### config.mk
export PLATFORM = sky130hd
export DESIGN_NAME = irq_ctrl
export DESIGN_NICKNAME = d
export VERILOG_FILES = /design/src/rtl/irq_ctrl.sv
export SDC_FILE = /design/constraint.sdc
export NUM_CORES = 1
export LEC_CHECK = 0
export CAP_MARGIN = 20
export CORE_ASPECT_RATIO = 1.4
export CORE_MARGIN = 5
export CORE_UTILIZATION = 35
export CTS_BUF_LIST = sky130_fd_sc_hd__clkbuf_4 sky130_fd_sc_hd__clkbuf_8 sky130_fd_sc_hd__clkbuf_16
export CTS_CLUSTER_DIAMETER = 120
export DETAILED_ROUTE_END_ITERATION = 7
export GPL_TIMING_DRIVEN = 0
export MAX_ROUTING_LAYER = met4
export PLACE_DENSITY = 0.65
export SLEW_MARGIN = 10
export SYNTH_ARGS = -nofsm -noshare
export SYNTH_HDL_FRONTEND = slang
export SYNTH_SLANG_ARGS = --single-unit
export TNS_END_PERCENT = 100
### constraint.sdc
create_clock -name clk -period 1.6 [get_ports clk]
set_input_delay 0.32 -clock clk [delete_from_list [all_inputs] [get_ports clk]]
set_output_delay 0.32 -clock clk [all_outputs]
set_load 0.005 [all_outputs]
### src/rtl/irq_ctrl.sv
// irq_ctrl: machine-mode interrupt controller with DBus registers and a req/ack trap handshake.
module irq_ctrl #(
    parameter int NUM_EXT     = 8,
    parameter int SYNC_STAGES = 2
) (
    input  logic               clk,
    input  logic               rst_n,
    input  logic               rd_en,
    input  logic               wr_en,
    input  logic [1:0]         addr,
    input  logic [31:0]        wr_data,
    input  logic [3:0]         wr_strobe,
    output logic [31:0]        rd_data,
    input  logic               mtime_irq,
    input  logic [NUM_EXT-1:0] ext_irq,
    input  logic               mstatus_mie,
    input  logic [2:0]         mie,
    output logic [2:0]         mip,
    output logic               irq_req,
    output logic [4:0]         irq_cause,
    input  logic               irq_ack
);
    typedef enum logic {IDLE, REQ} state_t;

    state_t             r_state;
    logic [NUM_EXT-1:0] r_sync [SYNC_STAGES];
    logic [NUM_EXT-1:0] r_sync_d, r_pend, r_enable, r_edge;
    logic               r_msip, r_irq_req;
    logic [4:0]         r_irq_cause;
    logic [31:0]        w_bmask;
    logic [NUM_EXT-1:0] w_wdata, w_sync, w_rise, w_pending, w_clr;
    logic [2:0]         w_act;
    logic [4:0]         w_cause;
    logic               w_cand, w_unused;

    assign w_bmask   = {{8{wr_strobe[3]}}, {8{wr_strobe[2]}}, {8{wr_strobe[1]}}, {8{wr_strobe[0]}}};
    assign w_wdata   = wr_data[NUM_EXT-1:0] & w_bmask[NUM_EXT-1:0];
    assign w_unused  = ^{wr_data, w_bmask};
    assign w_sync    = r_sync[SYNC_STAGES-1];
    assign w_rise    = w_sync & ~r_sync_d;
    // Level-mode bits expose the synchronized line; edge-mode bits expose the sticky flop.
    assign w_pending = (r_pend & r_edge) | (w_sync & ~r_edge);
    assign w_clr     = (wr_en && addr == 2'd1) ? (w_wdata & r_edge) : '0;
    assign mip       = {|(w_pending & r_enable), mtime_irq, r_msip};
    assign w_act     = mip & mie;
    assign w_cand    = mstatus_mie & |w_act;
    assign w_cause   = w_act[2] ? 5'd11 : w_act[0] ? 5'd3 : 5'd7;
    assign rd_data   = !rd_en        ? '0 :
                       addr == 2'd0  ? {31'b0, r_msip} :
                       addr == 2'd1  ? 32'(w_pending) :
                       addr == 2'd2  ? 32'(r_enable) : 32'(r_edge);
    assign irq_req   = r_irq_req;
    assign irq_cause = r_irq_cause;

    always_ff @(posedge clk or negedge rst_n) begin
        if (!rst_n) begin
            for (int i = 0; i < SYNC_STAGES; i++) r_sync[i] <= '0;
            r_sync_d <= '0;
            r_pend   <= '0;
            r_enable <= '0;
            r_edge   <= '0;
            r_msip   <= 1'b0;
        end else begin
            r_sync[0] <= ext_irq;
            for (int i = 1; i < SYNC_STAGES; i++) r_sync[i] <= r_sync[i-1];
            r_sync_d <= w_sync;
            // Set beats a same-cycle W1C.
            r_pend   <= ((r_pend & ~w_clr) | w_rise) & r_edge;
            if (wr_en && addr == 2'd0 && wr_strobe[0]) r_msip <= wr_data[0];
            if (wr_en && addr == 2'd2) r_enable <= (r_enable & ~w_bmask[NUM_EXT-1:0]) | w_wdata;
            if (wr_en && addr == 2'd3) r_edge <= (r_edge & ~w_bmask[NUM_EXT-1:0]) | w_wdata;
        end
    end

    always_ff @(posedge clk or negedge rst_n) begin
        if (!rst_n) begin
            r_state     <= IDLE;
            r_irq_req   <= 1'b0;
            r_irq_cause <= '0;
        end else begin
            case (r_state)
                IDLE: if (w_cand) begin
                    r_state     <= REQ;
                    r_irq_req   <= 1'b1;
                    r_irq_cause <= w_cause;
                end
                REQ: if (irq_ack) begin
                    r_state   <= IDLE;
                    r_irq_req <= 1'b0;
                end
                default: r_state <= IDLE;
            endcase
        end
    end
endmodule

# Yosys cells after proc, flatten, opt, wreduce, memory -nomap -nowiden
# Index checks and enable logic that the tools add are counted.
# totals
regBits	56
inputBits	56
out_inout_bits	41
elab_cells	59
# classes
n_eq_ne	5
mux	13
bitwise_logic	21
reduce_logical	10
# ops
cell	count
AND 8 bit	10
2-to-1 mux 8 bit	5
inverter 8 bit	4
OR 8 bit	4
OR reduction 8 bit	1
logical AND 1 bit	5
== test 2 bit, second input constant	2
2-to-1 mux 1 bit	4
2-to-1 mux 4 bit	1
!= test 2 bit, second input constant	2
one-hot mux 1 bit (2 select lines)	2
AND reduction 2 bit	2
AND 3 bit	1
2-to-1 mux 3 bit	1
OR reduction 3 bit	1
== test 2 x 1 -> 1 bit, second input constant	1
zero test 2 bit	1
AND 1 bit	1
inverter 1 bit	1

# Longest topological paths before layout
# Gate-level depths: netlist of the first run.
# depth
word_depth	10
mapped_depth	5
mapped_depth_nobuf	5

# Worst setup path after synthesis of the first run
# OpenSTA, ideal clock, no wires.
# synth_path
kind	register -> output
from	register (tool-made name)
to	output mip[2]
t_arrival_ps	1161
required_time_ps	1280
slack_ps	119
stages_incl_launch_ff	5
n_path_buf	0
path_cell_list	dfrtp_1 > mux2_1 > a22oi_1 > and4_4 > inv_2
# synth_rtl
item	line_no	source
end: declaration	18	output logic [2:0] mip,

# Worst setup path after layout of the first run
# layout_path
from	register r_pend[0]
to	output mip[2]
# layout_via
elab_chain_cells	4
# layout_lines
item	line_no	source
start: declaration	27	logic [NUM_EXT-1:0] r_sync_d, r_pend, r_enable, r_edge;
start signal: assignment	68	r_pend <= ((r_pend & ~w_clr) | w_rise) & r_edge;
AND 8 bit	42	assign w_pending = (r_pend & r_edge) | (w_sync & ~r_edge);
OR 8 bit	42	
AND 8 bit	44	assign mip = {|(w_pending & r_enable), mtime_irq, r_msip};
OR reduction 8 bit	44	
# No other way between the ends.

==> impl_metrics.toml, run 1 <==
[setup_path]
worstReg2RegStart = "r_pend[0]"
path_max_fanout = 3
timing.critical_path.arrival_ns = 1.63
crit_type = "reg2out"
reg2reg_slack_ns = 0.10
cp-start-kind = "flip-flop"
r2r_end = "irq_cause[3]"
crit_required_ns = 1.28
reg2reg_depth = 5
endpoint_kind = "output pin"

[power]
pwr-share-comb_pct = 26.8
irDropWorstVdd_uv = 533.1
intPower_mw = 2.876
p_per_area_mw_per_mm2 = 1092
p_leak_nw = 1.634
switching_power_uw = 980.7
pwr-share-seq_pct = 44.6
swShare_pct = 25.43
clkPwrFrac_pct = 28.6
finalPower_mw = 3.857

[placement]
dp_hpwl_um = 3731
dp_cells = 377
detailedPlace.worstSlack_ns = -0.9937
gp_congestion = 0.7315
io_buffers = 44

[timing]
rsz0062_at_grt = "true"
maxSlewViolCount = 0
max_freq_ghz = 0.5118
slew_headroom_pct = 60.85
finalHoldViolCount = 0
timing.final.ws_setup_ns = -0.3538
fin_hold_ws_ns = 0.001401
finalSetupViolations = 8
post-route-period-util_pct = 122.1
period_needed_ns = 1.954
tns_ns = -1.084
skew_ns = 0.01067
worstMarginPinSlew_ns = 0.5872

[floorplanning]
num_io_pins = 97
initial_core_util_pct = 35.61
die_h_um = 109.4
core_area_sq_mm = 0.006937
rows = 36
die_w_um = 81.00
die-area_sq_mm = 0.008860

[detailed_routing]
postRouteWirelength_um = 5498
routedWlPerCell_um = 13.61
dr.pass1.iters = 4
drcViolationCount = 0
viasPerCell = 4.463
ant_nets = 0
drt_iter0_markers = 82
num_vias = 1803

[run_status]
status = "finished, violations left"
violations = "setup timing"

[run]
timing.max_cap.violations = 0

[synth]
synth.avg_cell_area_sq_um = 11.60
ys_warn_count = 0
yosys.area_share.simple_pct = 12.26
synth_mux_area_share_pct = 12.01
synthAdderAreaFrac_pct = 0
synth-compound-area-share_pct = 10.79
synth_seq_cells = 54
ys_seq_area_share_pct = 54.71
synth.distinct_cells = 30
netlist_area_sq_mm = 0.002470
synth_xor_area_share_pct = 0
syn_inst = 213
synth_top_family_by_area = "simple AND/OR/NAND/NOR gates"

[clocking]
postCtsHoldBufs = 0
cts_buffer_depth = 2
htree_levels = 2
cts_buffers = 5
insertion_delay_ns = 0.31
clk_pin_slew_worst_paths_ns = 0.10
cts_tree = "done"
cts_sinks = 54
cts_root_buffer = "clkbuf_8"

[cells_and_area]
multiInputGateArea_sq_mm = 0.001059
drive_above_1_share_pct = 37.54
finalNetCount = 364
nFillCells = 648
final-instance-count-excl-fill = 404
syn_to_final_growth_pct = 43.01
seq_area_sq_mm = 0.001351
antenna_cells = 0

[global_routing]
grt_overflow = 0
grt_pass1_vias = 1782
grt_pass1_wl_um = 8728
grt_max_degree = 30
gr-usage-all-layers_pct = 13.40
antenna_found_initial = 0

[hold_path]
hp-class = "in2async"
==> cells by family after synthesis <==
logic type | count (synthesis)
and+or+nand+nor | 51
DFF | 54
AOI/OAI and AO/OA | 43
muxes | 26
buffers and inverters | 38
other | 1
==> what timing repair did <==
item | 4_1_cts | 5_1_grt
endpoints found under the setup margin | 20 | 11
cloned | 1 | 0
pin swaps | 14 | 8
resized for setup | 85 | 16
buffers inserted | 15 | 6
==> how the worst max path moves through the flow <==
stage                 end  depth (start not counted)      start
5_1_grt            mip[2]                          5  flip-flop
6_report           mip[2]                          5  r_pend[0]
4_1_cts            mip[2]                          5  flip-flop
3_5_place_dp   rd_data[7]                          5    addr[0]
2_1_floorplan      mip[2]                          4  flip-flop
3_3_place_gp    r_sync[9]                          1      rst_n
==> routing by layer <==
metal | global-route usage (%) | part of all wire [%] | vias up | wire length, um
li1 | - | - | 869 | -
met1 | 14.74 | 40 | 862 | 2179
met2 | 23.44 | 53 | 63 | 2893
met3 | 2.623 | 6.1 | 9 | 337
met4 | 5.556 | 1.6 | 0 | 87
met5 | - | 0 | - | 0
==> layout make-up <==
type / instances / area share [%]
clock buffer: 6 / 2.338
multi-input combinational: 145 / 29.97
buffer: 32 / 7.439
timing repair buffer: 65 / 16.40
clock inverter: 2 / 1.700
inverter: 5 / 0.5313
sequential: 54 / 38.26
tap: 95 / 3.365
==> synth_stat cells <==
cell | count | area share [%]
dfrtp_1 | 54 | 55
buf_4 | 28 | 8.5
mux2_2 | 23 | 10
nor2b_1 | 21 | 5.3
nand2_1 | 14 | 2.1
o21ai_0 | 14 | 2.8
a21oi_1 | 10 | 2.0
a22oi_1 | 9 | 2.7
nand2b_1 | 8 | 2.0
clkbuf_1 | 4 | 0.61
inv_1 | 4 | 0.61
a21boi_0 | 2 | 0.61
mux2_1 | 2 | 0.91
nor2_1 | 2 | 0.30
o211ai_1 | 2 | 0.61
o22ai_1 | 2 | 0.51
a21oi_2 | 1 | 0.35
a2bb2oi_1 | 1 | 0.35
and4_4 | 1 | 0.46
and4b_1 | 1 | 0.41
buf_2 | 1 | 0.20
conb_1 | 1 | 0.15
inv_2 | 1 | 0.15
mux2_4 | 1 | 0.61
nand3b_1 | 1 | 0.30
nand4_2 | 1 | 0.51
nand4b_2 | 1 | 0.61
nor3_1 | 1 | 0.20
o211a_1 | 1 | 0.41
o311ai_0 | 1 | 0.35
==> power by group through the flow <==
| stage | registers (mW) | clock network (mW) | logic (mW) |
|---|---|---|---|
| floorplan | 1.70 | 0 | 0.462 |
| global placement | 1.73 | 0 | 0.781 |
| detailed placement | 1.74 | 0 | 0.799 |
| CTS | 1.71 | 1.14 | 0.981 |
| global route | 1.75 | 1.18 | 1.13 |
| finish | 1.72 | 1.10 | 1.03 |
==> stage by stage <==
step                util (%)  cell area [sq um]
floorplan                  -               2560
global placement       44.97               3119
detailed placement     45.18               3134
CTS                    50.00               3468
global route           50.92               3532
finish                 50.92               3532
==> placed cells by master, fill, tap and decap left out, drive strengths merged <==
cell type	n
mux2	26
inv	5
o21ai	14
nor2	2
a22oi	9
nand3b	1
o211ai	2
nor3	1
nor2b	21
o311ai	1
o22ai	2
nand4b	1
and4b	1
clkdlybuf4s50	28
and4	1
a21boi	2
a2bb2oi	1
clkdlybuf4s15	1
conb	25
dlygate4sd2	4
nand2b	8
a21oi	11
dfrtp	54
nand2	14
bufinv	2
clkbuf	10
buf	60
o211a	1
nand4	1
==> worst max-delay path: stages (launching register included) <==
cell and delay [ns]:
dfrtp_1 0.47, mux2_4 0.30, a22oi_1 0.14, and4_4 0.27
inv_2 0.04, buf_6 0.10
No activity file was read; power rests on OpenSTA's default activity.
==> run 2, diff against run 1 <==
CAP_MARGIN = unset   (was 20)
GPL_ROUTABILITY_DRIVEN = 0   (was unset)
==> impl_metrics.toml, run 2 (synthesis results as in run 1) <==
[power]
p_leak_nw = 1.634
intPower_mw = 2.876
pwr-share-comb_pct = 26.8
p_per_area_mw_per_mm2 = 1092
clkPwrFrac_pct = 28.6
switching_power_uw = 980.7
pwr-share-seq_pct = 44.6
irDropWorstVdd_uv = 533.1
swShare_pct = 25.43

[global_routing]
grt_use_met2_pct = 23.44
grt_util_met1_pct = 14.74
grtUsageMet3_pct = 2.623
grt_pass1_wl_um = 8728
grt_max_degree = 30
grt_overflow = 0
grt_pass1_vias = 1782
busiest_layer = "met2"
antenna_found_initial = 0
gr-usage-all-layers_pct = 13.40

[clocking]
htree_levels = 2
cts_sinks = 54
postCtsHoldBufs = 0
cts_buffer_depth = 2
cts_tree = "done"
cts_buffers = 5
insertion_delay_ns = 0.31
cts_root_buffer = "clkbuf_8"
clk_pin_slew_worst_paths_ns = 0.10

[setup_path]
worstReg2RegStart = "r_pend[0]"
r2r_end = "irq_cause[3]"
cp-start-kind = "flip-flop"
cpPeakStageDelay_ns = 0.47
path_max_fanout = 3
timing.critical_path.arrival_ns = 1.63
crit_required_ns = 1.28
reg2reg_slack_ns = 0.10
endpoint_kind = "output pin"
crit_chain = "mux2_4, a22oi_1, and4_4, inv_2, buf_6"
crit_type = "reg2out"
reg2reg_depth = 5
critPathSlowestCell = "dfrtp_1"

[detailed_routing]
viasPerCell = 4.463
dr.pass1.iters = 4
ant_nets = 0
num_vias = 1803
drcViolationCount = 0
drt_iter0_markers = 82
routedWlPerCell_um = 13.61
postRouteWirelength_um = 5498

[floorplanning]
die_h_um = 109.4
rows = 36
die_w_um = 81.00
initial_core_util_pct = 35.61
num_io_pins = 97
die-area_sq_mm = 0.008860
core_area_sq_mm = 0.006937

[cells_and_area]
final-instance-count-excl-fill = 404
antenna_cells = 0
syn_to_final_growth_pct = 43.01
drive_above_1_share_pct = 37.54
seq_area_sq_mm = 0.001351
multiInputGateArea_sq_mm = 0.001059
layout_commonest_cell = "dfrtp_1"
finalNetCount = 364
mostFrequentLayoutCells = "dfrtp_1 (54), buf_4 (42), clkdlybuf4s50_1 (28)"
nFillCells = 648

[timing]
rsz0062_at_grt = "true"
maxSlewViolCount = 0
slew_headroom_pct = 60.85
finalSetupViolations = 8
timing.final.ws_setup_ns = -0.3538
worstMarginPinSlew_ns = 0.5872
post-route-period-util_pct = 122.1
max_freq_ghz = 0.5118
skew_ns = 0.01067
period_needed_ns = 1.954
finalHoldViolCount = 0

[placement]
detailedPlace.worstSlack_ns = -0.9937
dp_cells = 377
dp_hpwl_um = 3731
io_buffers = 44

[hold_path]
hp-class = "in2async"

[run_status]
violations = "setup timing"
status = "finished, violations left"

[run]
timing.max_cap.violations = 0
## run 2: cell counts in the layout (fill, tap and decap cells not counted)
No cell type changed its count.
## run 2: worst max path at each step
| stage | endpoint | cells after the start | startpoint | slack, ns |
|---|---|---|---|---|
| 2_1_floorplan | mip[2] | 4 | flip-flop | 0.12 |
| 3_3_place_gp | r_sync[9] | 1 | rst_n | -1.42 |
| 3_5_place_dp | rd_data[7] | 5 | addr[0] | -0.99 |
| 4_1_cts | mip[2] | 5 | flip-flop | -0.35 |
| 5_1_grt | mip[2] | 5 | flip-flop | -0.40 |
| 6_report | mip[2] | 5 | r_pend[0] | -0.35 |
## run 2: repair_timing
item                       4_1_cts  5_1_grt
resized for setup               85       16
setup endpoints to repair       20       11
pin swaps                       14        8
cloned                           1        0
setup buffers                   15        6
## run 2: layout make-up
cell class / count / area share [%]
multi-input cells: 145 / 29.97
clock inverters: 2 / 1.700
clock buffers: 6 / 2.338
well taps: 95 / 3.365
flip-flops and latches: 54 / 38.26
repair buffers: 65 / 16.40
plain buffers: 32 / 7.439
inverters: 5 / 0.5313
## run 2: metrics by stage
stage / util, % / instance area (sq um) / setup TNS (ns) / total power [mW] / hold WS [ns]
4_1_cts: 50.00 / 3468 / -1.512 / 3.830 / 0.01170
3_3_place_gp: 44.97 / 3119 / -92.50 / 2.508 / 0.3324
2_1_floorplan: - / 2560 / 0 / 2.165 / 0.02441
5_1_grt: 50.92 / 3532 / -1.898 / 4.064 / 0.03888
6_report: 50.92 / 3532 / -1.084 / 3.857 / 0.001401
3_5_place_dp: 45.18 / 3134 / -16.26 / 2.537 / 0.3356
## run 2: metal layers
layer,part of all wire (%),vias to the layer above
met3,6.1,9
met1,40,862
met4,1.6,0
met5,0,-
li1,-,869
met2,53,63
## run 2: worst max-delay path: cells and delay by family (launching register included)
kind            cells  cell delay, ns
flops               1            0.47
mux                 1            0.30
simple gates        1            0.27
compound gates      1            0.14
buf+inv             2            0.14
## run 2: power groups by stage
stage	clock network [mW]	logic [mW]	registers (mW)
global placement	0	0.781	1.73
global route	1.18	1.13	1.75
floorplan	0	0.462	1.70
finish	1.10	1.03	1.72
detailed placement	0	0.799	1.74
CTS	1.14	0.981	1.71
